===== src/rtl/sigma_delta_decimator_pkg.sv =====
// Shared DSP definitions for the sigma-delta decimator: CIC order, internal
// width rule and the output saturation helper.
package sigma_delta_decimator_pkg;

  localparam int CIC_ORDER = 3;

  function automatic int cic_width(input int log2_osr);
    return CIC_ORDER * log2_osr + 1;
  endfunction

  // Clamp a signed value into the range of a bw-bit two's complement number.
  function automatic logic signed [63:0] sat_to_bw(input logic signed [63:0] v,
                                                   input int bw);
    logic signed [63:0] hi;
    logic signed [63:0] lo;
    hi = (64'sd1 <<< (bw - 1)) - 64'sd1;
    lo = -(64'sd1 <<< (bw - 1));
    if (v > hi) begin
      return hi;
    end else if (v < lo) begin
      return lo;
    end
    return v;
  endfunction

endpackage


===== src/rtl/sigma_delta_decimator_integrator.sv =====
// Single enabled W-bit wrap-around accumulator; one CIC integrator stage.
module sd_cic_integrator #(
  parameter int W = 19
) (
  input  logic         clk,
  input  logic         rst_n,
  input  logic         en_i,
  input  logic [W-1:0] in_i,
  output logic [W-1:0] acc_o
);

  logic [W-1:0] acc_q;

  always_ff @(posedge clk or negedge rst_n) begin
    if (!rst_n) begin
      acc_q <= '0;
    end else if (en_i) begin
      acc_q <= acc_q + in_i;
    end
  end

  assign acc_o = acc_q;

endmodule


===== src/rtl/sigma_delta_decimator.sv =====
// Sigma-delta bitstream decimator: 3rd-order CIC, midpoint removal, scaling
// and saturation to signed BW-bit samples with a settling-gated valid strobe.
module sigma_delta_decimator
  import sigma_delta_decimator_pkg::*;
#(
  parameter int BW       = 16,
  parameter int LOG2_OSR = 6
) (
  input  logic                 clk,
  input  logic                 rst_n,
  input  logic                 ena,
  input  logic                 bit_i,
  output logic signed [BW-1:0] sample_o,
  output logic                 valid_o
);

  localparam int W     = cic_width(LOG2_OSR);
  localparam int GAINW = CIC_ORDER * LOG2_OSR;
  localparam int SHIFT = GAINW - BW;
  localparam logic [LOG2_OSR-1:0] CNT_LAST = '1;
  localparam logic signed [W:0] MIDPOINT = (W+1)'(1) << (GAINW - 1);

  if (GAINW < BW || LOG2_OSR > 8 || LOG2_OSR < 1) begin : g_param_check
    $error("sigma_delta_decimator: illegal BW / LOG2_OSR combination");
  end

  logic [W-1:0]          xIn;
  logic [W-1:0]          integ1;
  logic [W-1:0]          integ2;
  logic [W-1:0]          integ3;
  logic [LOG2_OSR-1:0]   cnt_q, cnt_d;
  logic                  decEdge;
  logic [W-1:0]          snap_q, snap_d;
  logic                  decStb_q, decStb_d;
  logic [W-1:0]          comb1_q, comb1_d;
  logic [W-1:0]          comb2_q, comb2_d;
  logic [W-1:0]          comb3_q, comb3_d;
  logic [W-1:0]          y1, y2, y3;
  logic signed [W:0]     centered;
  logic signed [W:0]     shifted;
  logic [1:0]            settle_q, settle_d;
  logic signed [BW-1:0]  sample_q, sample_d;
  logic                  valid_q, valid_d;

  assign xIn = {{(W-1){1'b0}}, bit_i};

  sd_cic_integrator #(.W(W)) u_int1 (
    .clk   (clk),
    .rst_n (rst_n),
    .en_i  (ena),
    .in_i  (xIn),
    .acc_o (integ1)
  );

  sd_cic_integrator #(.W(W)) u_int2 (
    .clk   (clk),
    .rst_n (rst_n),
    .en_i  (ena),
    .in_i  (integ1),
    .acc_o (integ2)
  );

  sd_cic_integrator #(.W(W)) u_int3 (
    .clk   (clk),
    .rst_n (rst_n),
    .en_i  (ena),
    .in_i  (integ2),
    .acc_o (integ3)
  );

  // The snapshot is taken as integ3+integ2, i.e. the value integ3 is about to
  // hold, so the comb sees exactly OSR integrated bits per frame.
  always_comb begin
    cnt_d    = ena ? cnt_q + 1'b1 : cnt_q;
    decEdge  = ena && (cnt_q == CNT_LAST);
    snap_d   = decEdge ? integ3 + integ2 : snap_q;
    decStb_d = decEdge;

    y1       = snap_q - comb1_q;
    y2       = y1 - comb2_q;
    y3       = y2 - comb3_q;
    centered = $signed({1'b0, y3}) - MIDPOINT;
    shifted  = centered >>> SHIFT;

    comb1_d  = comb1_q;
    comb2_d  = comb2_q;
    comb3_d  = comb3_q;
    sample_d = sample_q;
    settle_d = settle_q;
    valid_d  = 1'b0;
    if (decStb_q) begin
      comb1_d  = snap_q;
      comb2_d  = y1;
      comb3_d  = y2;
      sample_d = BW'(sat_to_bw(64'(shifted), BW));
      valid_d  = (settle_q == 2'd3);
      if (settle_q != 2'd3) begin
        settle_d = settle_q + 2'd1;
      end
    end
  end

  always_ff @(posedge clk or negedge rst_n) begin
    if (!rst_n) begin
      cnt_q    <= '0;
      snap_q   <= '0;
      decStb_q <= 1'b0;
      comb1_q  <= '0;
      comb2_q  <= '0;
      comb3_q  <= '0;
      settle_q <= 2'd0;
      sample_q <= '0;
      valid_q  <= 1'b0;
    end else begin
      cnt_q    <= cnt_d;
      snap_q   <= snap_d;
      decStb_q <= decStb_d;
      comb1_q  <= comb1_d;
      comb2_q  <= comb2_d;
      comb3_q  <= comb3_d;
      settle_q <= settle_d;
      sample_q <= sample_d;
      valid_q  <= valid_d;
    end
  end

  assign sample_o = sample_q;
  assign valid_o  = valid_q;

endmodule


===== config.mk =====
export PLATFORM = sky130hd
export DESIGN_NAME = sigma_delta_decimator
export DESIGN_NICKNAME = d
export VERILOG_FILES = /design/src/rtl/sigma_delta_decimator_pkg.sv /design/src/rtl/sigma_delta_decimator_integrator.sv /design/src/rtl/sigma_delta_decimator.sv
export SDC_FILE = /design/constraint.sdc
export NUM_CORES = 1
export LEC_CHECK = 0
export ABC_AREA = 1
export BUFFER_PORTS_ARGS = -buffer_cell sky130_fd_sc_hd__clkbuf_2
export CORE_AREA = 8 8 162 226
export CTS_CLUSTER_SIZE = 25
export DETAILED_ROUTE_END_ITERATION = 6
export DIE_AREA = 0 0 170 234
export SKIP_LAST_GASP = 1
export SYNTH_ARGS = -nofsm -noshare
export SYNTH_HDL_FRONTEND = slang
export SYNTH_HIERARCHICAL = 1
export SYNTH_SLANG_ARGS = --single-unit

===== constraint.sdc =====
create_clock -name clk -period 11.9 [get_ports clk]
set_input_delay 1.19 -clock clk [delete_from_list [all_inputs] [get_ports clk]]
set_output_delay 1.19 -clock clk [all_outputs]
set_load 0.03 [all_outputs]

==> results of run 1 <==
## cells in the mapped netlist, drive strengths merged (13+ instances only)
cell    instances
nand3b         19
nand4          13
nor2          124
xnor2          41
buf            17
inv           246
nand3         124
nor3           17
clkbuf         13
o21ai         150
dfrtp         159
nand2         590
ha            129
xor2           32
a21oi         143
## per-stage QoR
step	setup WS (ns)	std cells	util [%]	hold WS [ns]
6_report	5.60	2374	42.6	0.482
3_3_place_gp	5.70	2342	40.9	0.468
3_5_place_dp	5.56	2342	40.9	0.472
5_1_grt	4.94	2374	42.6	0.518
4_1_cts	5.53	2374	42.6	0.484
2_1_floorplan	6.26	1899	-	0.451
## worst min-delay path, delay by kind of cell, from the launching register on
family          cells  cell delay (ns)
flops               1             0.34
simple gates        1             0.05
compound gates      1             0.06
## per-layer routing
metal	vias to the layer above	track usage (%)
met5	-	0
met2	115	34.7
met3	58	2.54
li1	6160	-
met4	0	7.80
met1	5388	17.2
## state kept, by name, indices dropped and copies added, names as in the netlist
name          count
comb3_q          19
u_int3/acc_o     19
decStb_q          1
cnt_q             6
sample_o         16
comb1_q          19
snap_q           19
comb2_q          19
u_int1/acc_o     19
settle_q          2
valid_o           1
u_int2/acc_o     19
## path summary, 6_finish.rpt
path	from	endpoint	slack [ns]
worst max-delay path	snap_q[0]	sample_o[2]	5.60
worst min-delay path	comb2_q[6]	comb2_q[6]	0.48
worst max register to register	snap_q[0]	sample_o[2]	5.60
worst min register to register	comb2_q[6]	comb2_q[6]	0.48
max in group asynchronous	rst_n	decStb_q	9.53
min in group asynchronous	rst_n	comb1_q[10]	0.81
## final cells by class
type | instances | area (um2) | area share (%)
Multi-Input combinational cell | 1461 | 8060 | 56.6
Sequential cell | 159 | 3980 | 28.0
Inverter | 247 | 927 | 6.51
Clock buffer | 23 | 468 | 3.28
Clock inverter | 9 | 109 | 0.764
Timing Repair Buffer | 24 | 136 | 0.957
Tap cell | 451 | 564 | 3.96
## cells by family after synthesis
kind of cell	share of synthesized area [%]
buffers and inverters	8.68
multiplexers	0.0859
XOR/XNOR	4.88
AND/OR/NAND/NOR	29.4
flip-flops	30.4
AO/OA/AOI/OAI	13.4
other	0.0286
adder cells (fa/ha/maj)	13.2
==> impl_metrics.tcl, run 1 <==
set metrics [dict create \
    clock_latency_ns 0.45 \
    fin_tns_setup_ns 0 \
    final_cell_mix "nand2_1 (580), inv_1 (243), dfrtp_1 (158), o21ai_0 (129), ha_1 (129)" \
    post-dp-hpwl_um 26300 \
    critPathMaxStageDelay_ns 0.41 \
    rsz0062_at_grt "false" \
    fmax_mhz 159 \
    synthCells 1881 \
    die_area_um2 39800 \
    cts_root_buf "clkbuf_16" \
    portBuffers 20 \
    vias 11700 \
    worst-slew-pin-transition_ns 1.00 \
    antenna_found_initial 0 \
    synthTopCellsByArea "dfrtp_1 (30%), nand2_1 (17%), ha_1 (12%)" \
    final-setup-viol-count 0 \
    drc 0 \
    fin_crit_sh_pct 53.0 \
    synthDistinctLibCells 52 \
    grt_first_pass_wirelength_um 55200 \
    grt_max_degree 115 \
    grt_pass1_vias 11700 \
    drive_above_1_share_pct 5.46 \
    crit_slowest_cell "fa_1" \
    num_antenna_cells 0 \
    wl_per_cell_um 13.9 \
    cpLargestDelayFamily "simple AND/OR/NAND/NOR gates" \
    place.gp.congestion 0.883 \
    ios 21 \
    reg2reg_depth 41 \
    initial_core_util_pct 39.2 \
    synth-edff-count 0 \
    num_rows 80 \
    synth.top_cell.area_share_pct 30.4 \
    drt_first_pass_iters 5 \
    place_area_um2 13700 \
    syn_area_um2 13100 \
    avgSynthCellArea_um2 6.97 \
    cp_max_fo 15 \
    yosysWarnings 6 \
    yosys.area.top_type "dfrtp_1" \
    async_reset_ff_share_pct 100 \
    worst_path_most_repeated_cell "nand2_1" \
    status "complete, no violations" \
    slew_violations 0 \
    cts.sinks 159 \
    crit_type "reg -> reg" \
    hold_viol 0 \
    route.met2.wl_um 18200 \
    drt-total-wl_um 33100 \
    wl_met1_um 13200 \
    clk_path_buf_depth 2 \
    fp.dieW_um 170 \
    crit_cells 41 \
    n_fill_cell 3570 \
    top_layer_used "met4" \
    critical_path_buf_inv_count 5 \
    postCtsHoldBufs 0 \
    final_area_um2 14200 \
    postRouteAntennaNets 0 \
    cts.repair_timing.setup_buffer_count 0 \
    numCtsBuffers 17 \
    min_path_type "reg -> reg" \
    drv_cap 0 \
    dr.first_iter.drc_count 515 \
    die_y_um 234 \
    path_clk_slew_ns 0.06 \
    cp.arrival_ns 6.62 \
    vias_per_cell 4.94 \
    required_ns 12.21 \
    final_common_cell "nand2_1" \
    period_needed_ns 6.30 \
    fp.coreArea_um2 33400 \
    min_path_cells 2 \
    h-tree-depth 4 \
    endpoint_kind "flip-flop" \
    cts_resized 0 \
    cp-start-kind "flip-flop" \
    nets 2049 \
    area_growth_pct 8.69 \
    slew_headroom_pct 33.1 \
    synth.yosys.seq_area_share_pct 30.4 \
    skew_ns 0.0111 \
    dr_wl_met3_um 545 \
    grtUsageTotal_pct 17.3 \
    ys_ff_latch 159 \
    cts_tree "built" \
    synthFlopType "dfrtp_1" \
    overflow 0 \
]
Power of run 1 is left out: the tool's default activity adds up to more than one toggle a clock period on the data nets, which glitch-free logic cannot reach.
==> run 2, diff against run 1 <==
==> constraint.sdc (replaced) <==
create_clock -name clk -period 5.2 [get_ports clk]
set_input_delay 0.52 -clock clk [delete_from_list [all_inputs] [get_ports clk]]
set_output_delay 0.52 -clock clk [all_outputs]
set_load 0.03 [all_outputs]
==> run 2 against run 1 <==
The run now ends with setup timing left. Register-to-register slack worse by 6.0 ns. Die area stayed put. Critical path depth fell by 3. Global-route usage increased by 1.2 points. Core utilization increased by 5.5 points. Via count grew 5.7%. Hold slack lost 0.40 ns. Wire length is 6.4% higher. Sequential share of layout area fell by 3.2 points. Non-clock buffer count up 177. Worst setup slack lost 6.0 ns. Largest cell class unchanged. Highest routed layer unchanged.
==> impl_metrics.tcl, run 2 (same netlist as run 1, synthesis figures left out) <==
set metrics [dict create \
    status "finished with violations" \
    violations "setup timing" \
    drt-total-wl_um 35200 \
    drt_first_pass_iters 5 \
    route.met2.wl_um 19700 \
    place.gp.congestion 0.863 \
    num_rows 80 \
    wl_met1_um 13700 \
    cp.arrival_ns 5.94 \
    drive_above_1_share_pct 17.3 \
    place_area_um2 15000 \
    hold_viol 0 \
    drv_cap 0 \
    timing.rr.start "comb1_q[0]" \
    post-dp-hpwl_um 28100 \
    initial_core_util_pct 39.2 \
    r2r-end "sample_o[1]" \
    grt_first_pass_wirelength_um 59200 \
    grt_pass1_vias 12700 \
    rsz0062_at_grt "true" \
    reg2reg_depth 38 \
    startpoint "comb1_q[0]" \
    cp_max_fo 8 \
    endpoint_kind "flip-flop" \
    grtUsageTotal_pct 18.5 \
    die_y_um 234 \
    overflow 0 \
    fin_crit_sh_pct 108 \
    fmax_mhz 178 \
    period_needed_ns 5.61 \
    slew_headroom_pct 40.2 \
    path_clk_slew_ns 0.07 \
    min_path_type "in -> async" \
    rrSetupSlack_ns -0.41 \
    vias 12400 \
    portBuffers 20 \
    num_antenna_cells 0 \
    clock_latency_ns 0.45 \
    top_layer_used "met4" \
    die_area_um2 39800 \
    cts_tree "built" \
    postRouteAntennaNets 0 \
    cp-start-kind "flip-flop" \
    postCtsHoldBufs 0 \
    grt_max_degree 98 \
    crit_slowest_cell "dfrtp_1" \
    dr_wl_met3_um 542 \
    ios 21 \
    setup_slack_ns -0.412 \
    final-setup-viol-count 15 \
    slew_violations 0 \
    vias_per_cell 4.86 \
    critPathMaxStageDelay_ns 0.38 \
    worst-slew-pin-transition_ns 0.897 \
    skew_ns 0.0135 \
    final_area_um2 16100 \
    dr.first_iter.drc_count 494 \
    fp.coreArea_um2 33400 \
    utilization_pct 48.1 \
    wl_per_cell_um 13.8 \
    cts_root_buf "clkbuf_16" \
    area_growth_pct 22.8 \
    clk_path_buf_depth 2 \
    numCtsBuffers 17 \
    cts.sinks 159 \
    required_ns 5.53 \
    antenna_found_initial 0 \
    h-tree-depth 4 \
    drc 0 \
    nets 2227 \
    final_common_cell "nand2_1" \
    final_cell_mix "nand2_1 (563), inv_1 (238), buf_4 (181), dfrtp_1 (158), o21ai_0 (120)" \
    fp.dieW_um 170 \
    crit_type "reg -> reg" \
]
-- run 2: per-layer routing --
layer  vias to the layer above  global-route usage [%]
met1                      5721                    18.3
li1                       6495                       -
met5                         -                       0
met4                         0                    8.02
met3                        52                    2.26
met2                       125                    37.7
-- run 2: worst max path at each step --
stage	slack, ns	endpoint
2_1_floorplan	-0.08	sample_o[8]
3_3_place_gp	-0.49	sample_o[1]
3_5_place_dp	-0.61	sample_o[2]
4_1_cts	-0.33	sample_o[8]
5_1_grt	-0.83	sample_o[1]
6_report	-0.41	sample_o[1]
-- run 2: critical path, delay by kind of cell (launching register included) --
family / cells / cell delay, ns
AOI/OAI and AO/OA: 5 / 0.57
xor gates and xnor gates: 3 / 0.46
adders and majority gates: 5 / 1.28
buffers and inverters: 5 / 0.49
DFF: 1 / 0.38
and+or+nand+nor: 20 / 2.29
-- run 2: area by class of cell --
cell class / count / area (um2)
Fill cell: 3496 / 17300
Multi-Input combinational cell: 1462 / 8520
Sequential cell: 159 / 3980
Timing Repair Buffer: 201 / 1470
Inverter: 247 / 927
Tap cell: 451 / 564
Clock buffer: 19 / 443
Clock inverter: 13 / 184
-- run 2: repair_timing --
action	4_1_cts	5_1_grt
pin swaps	22	19
buffers inserted	6	8
resized for setup	46	32
endpoints found under the setup margin	16	16
gates cloned	1	0
-- run 2: stage by stage --
step	setup slack, ns	TNS, ns	hold WS [ns]	instances
3_5_place_dp	-0.614	-8.96	0.476	2505
4_1_cts	-0.329	-4.60	0.0818	2544
3_3_place_gp	-0.489	-7.07	0.468	2505
5_1_grt	-0.835	-12.28	0.111	2552
6_report	-0.412	-5.73	0.0785	2552
2_1_floorplan	-0.0816	-0.783	0.224	1899
Power of run 2 is left out for the same reason.
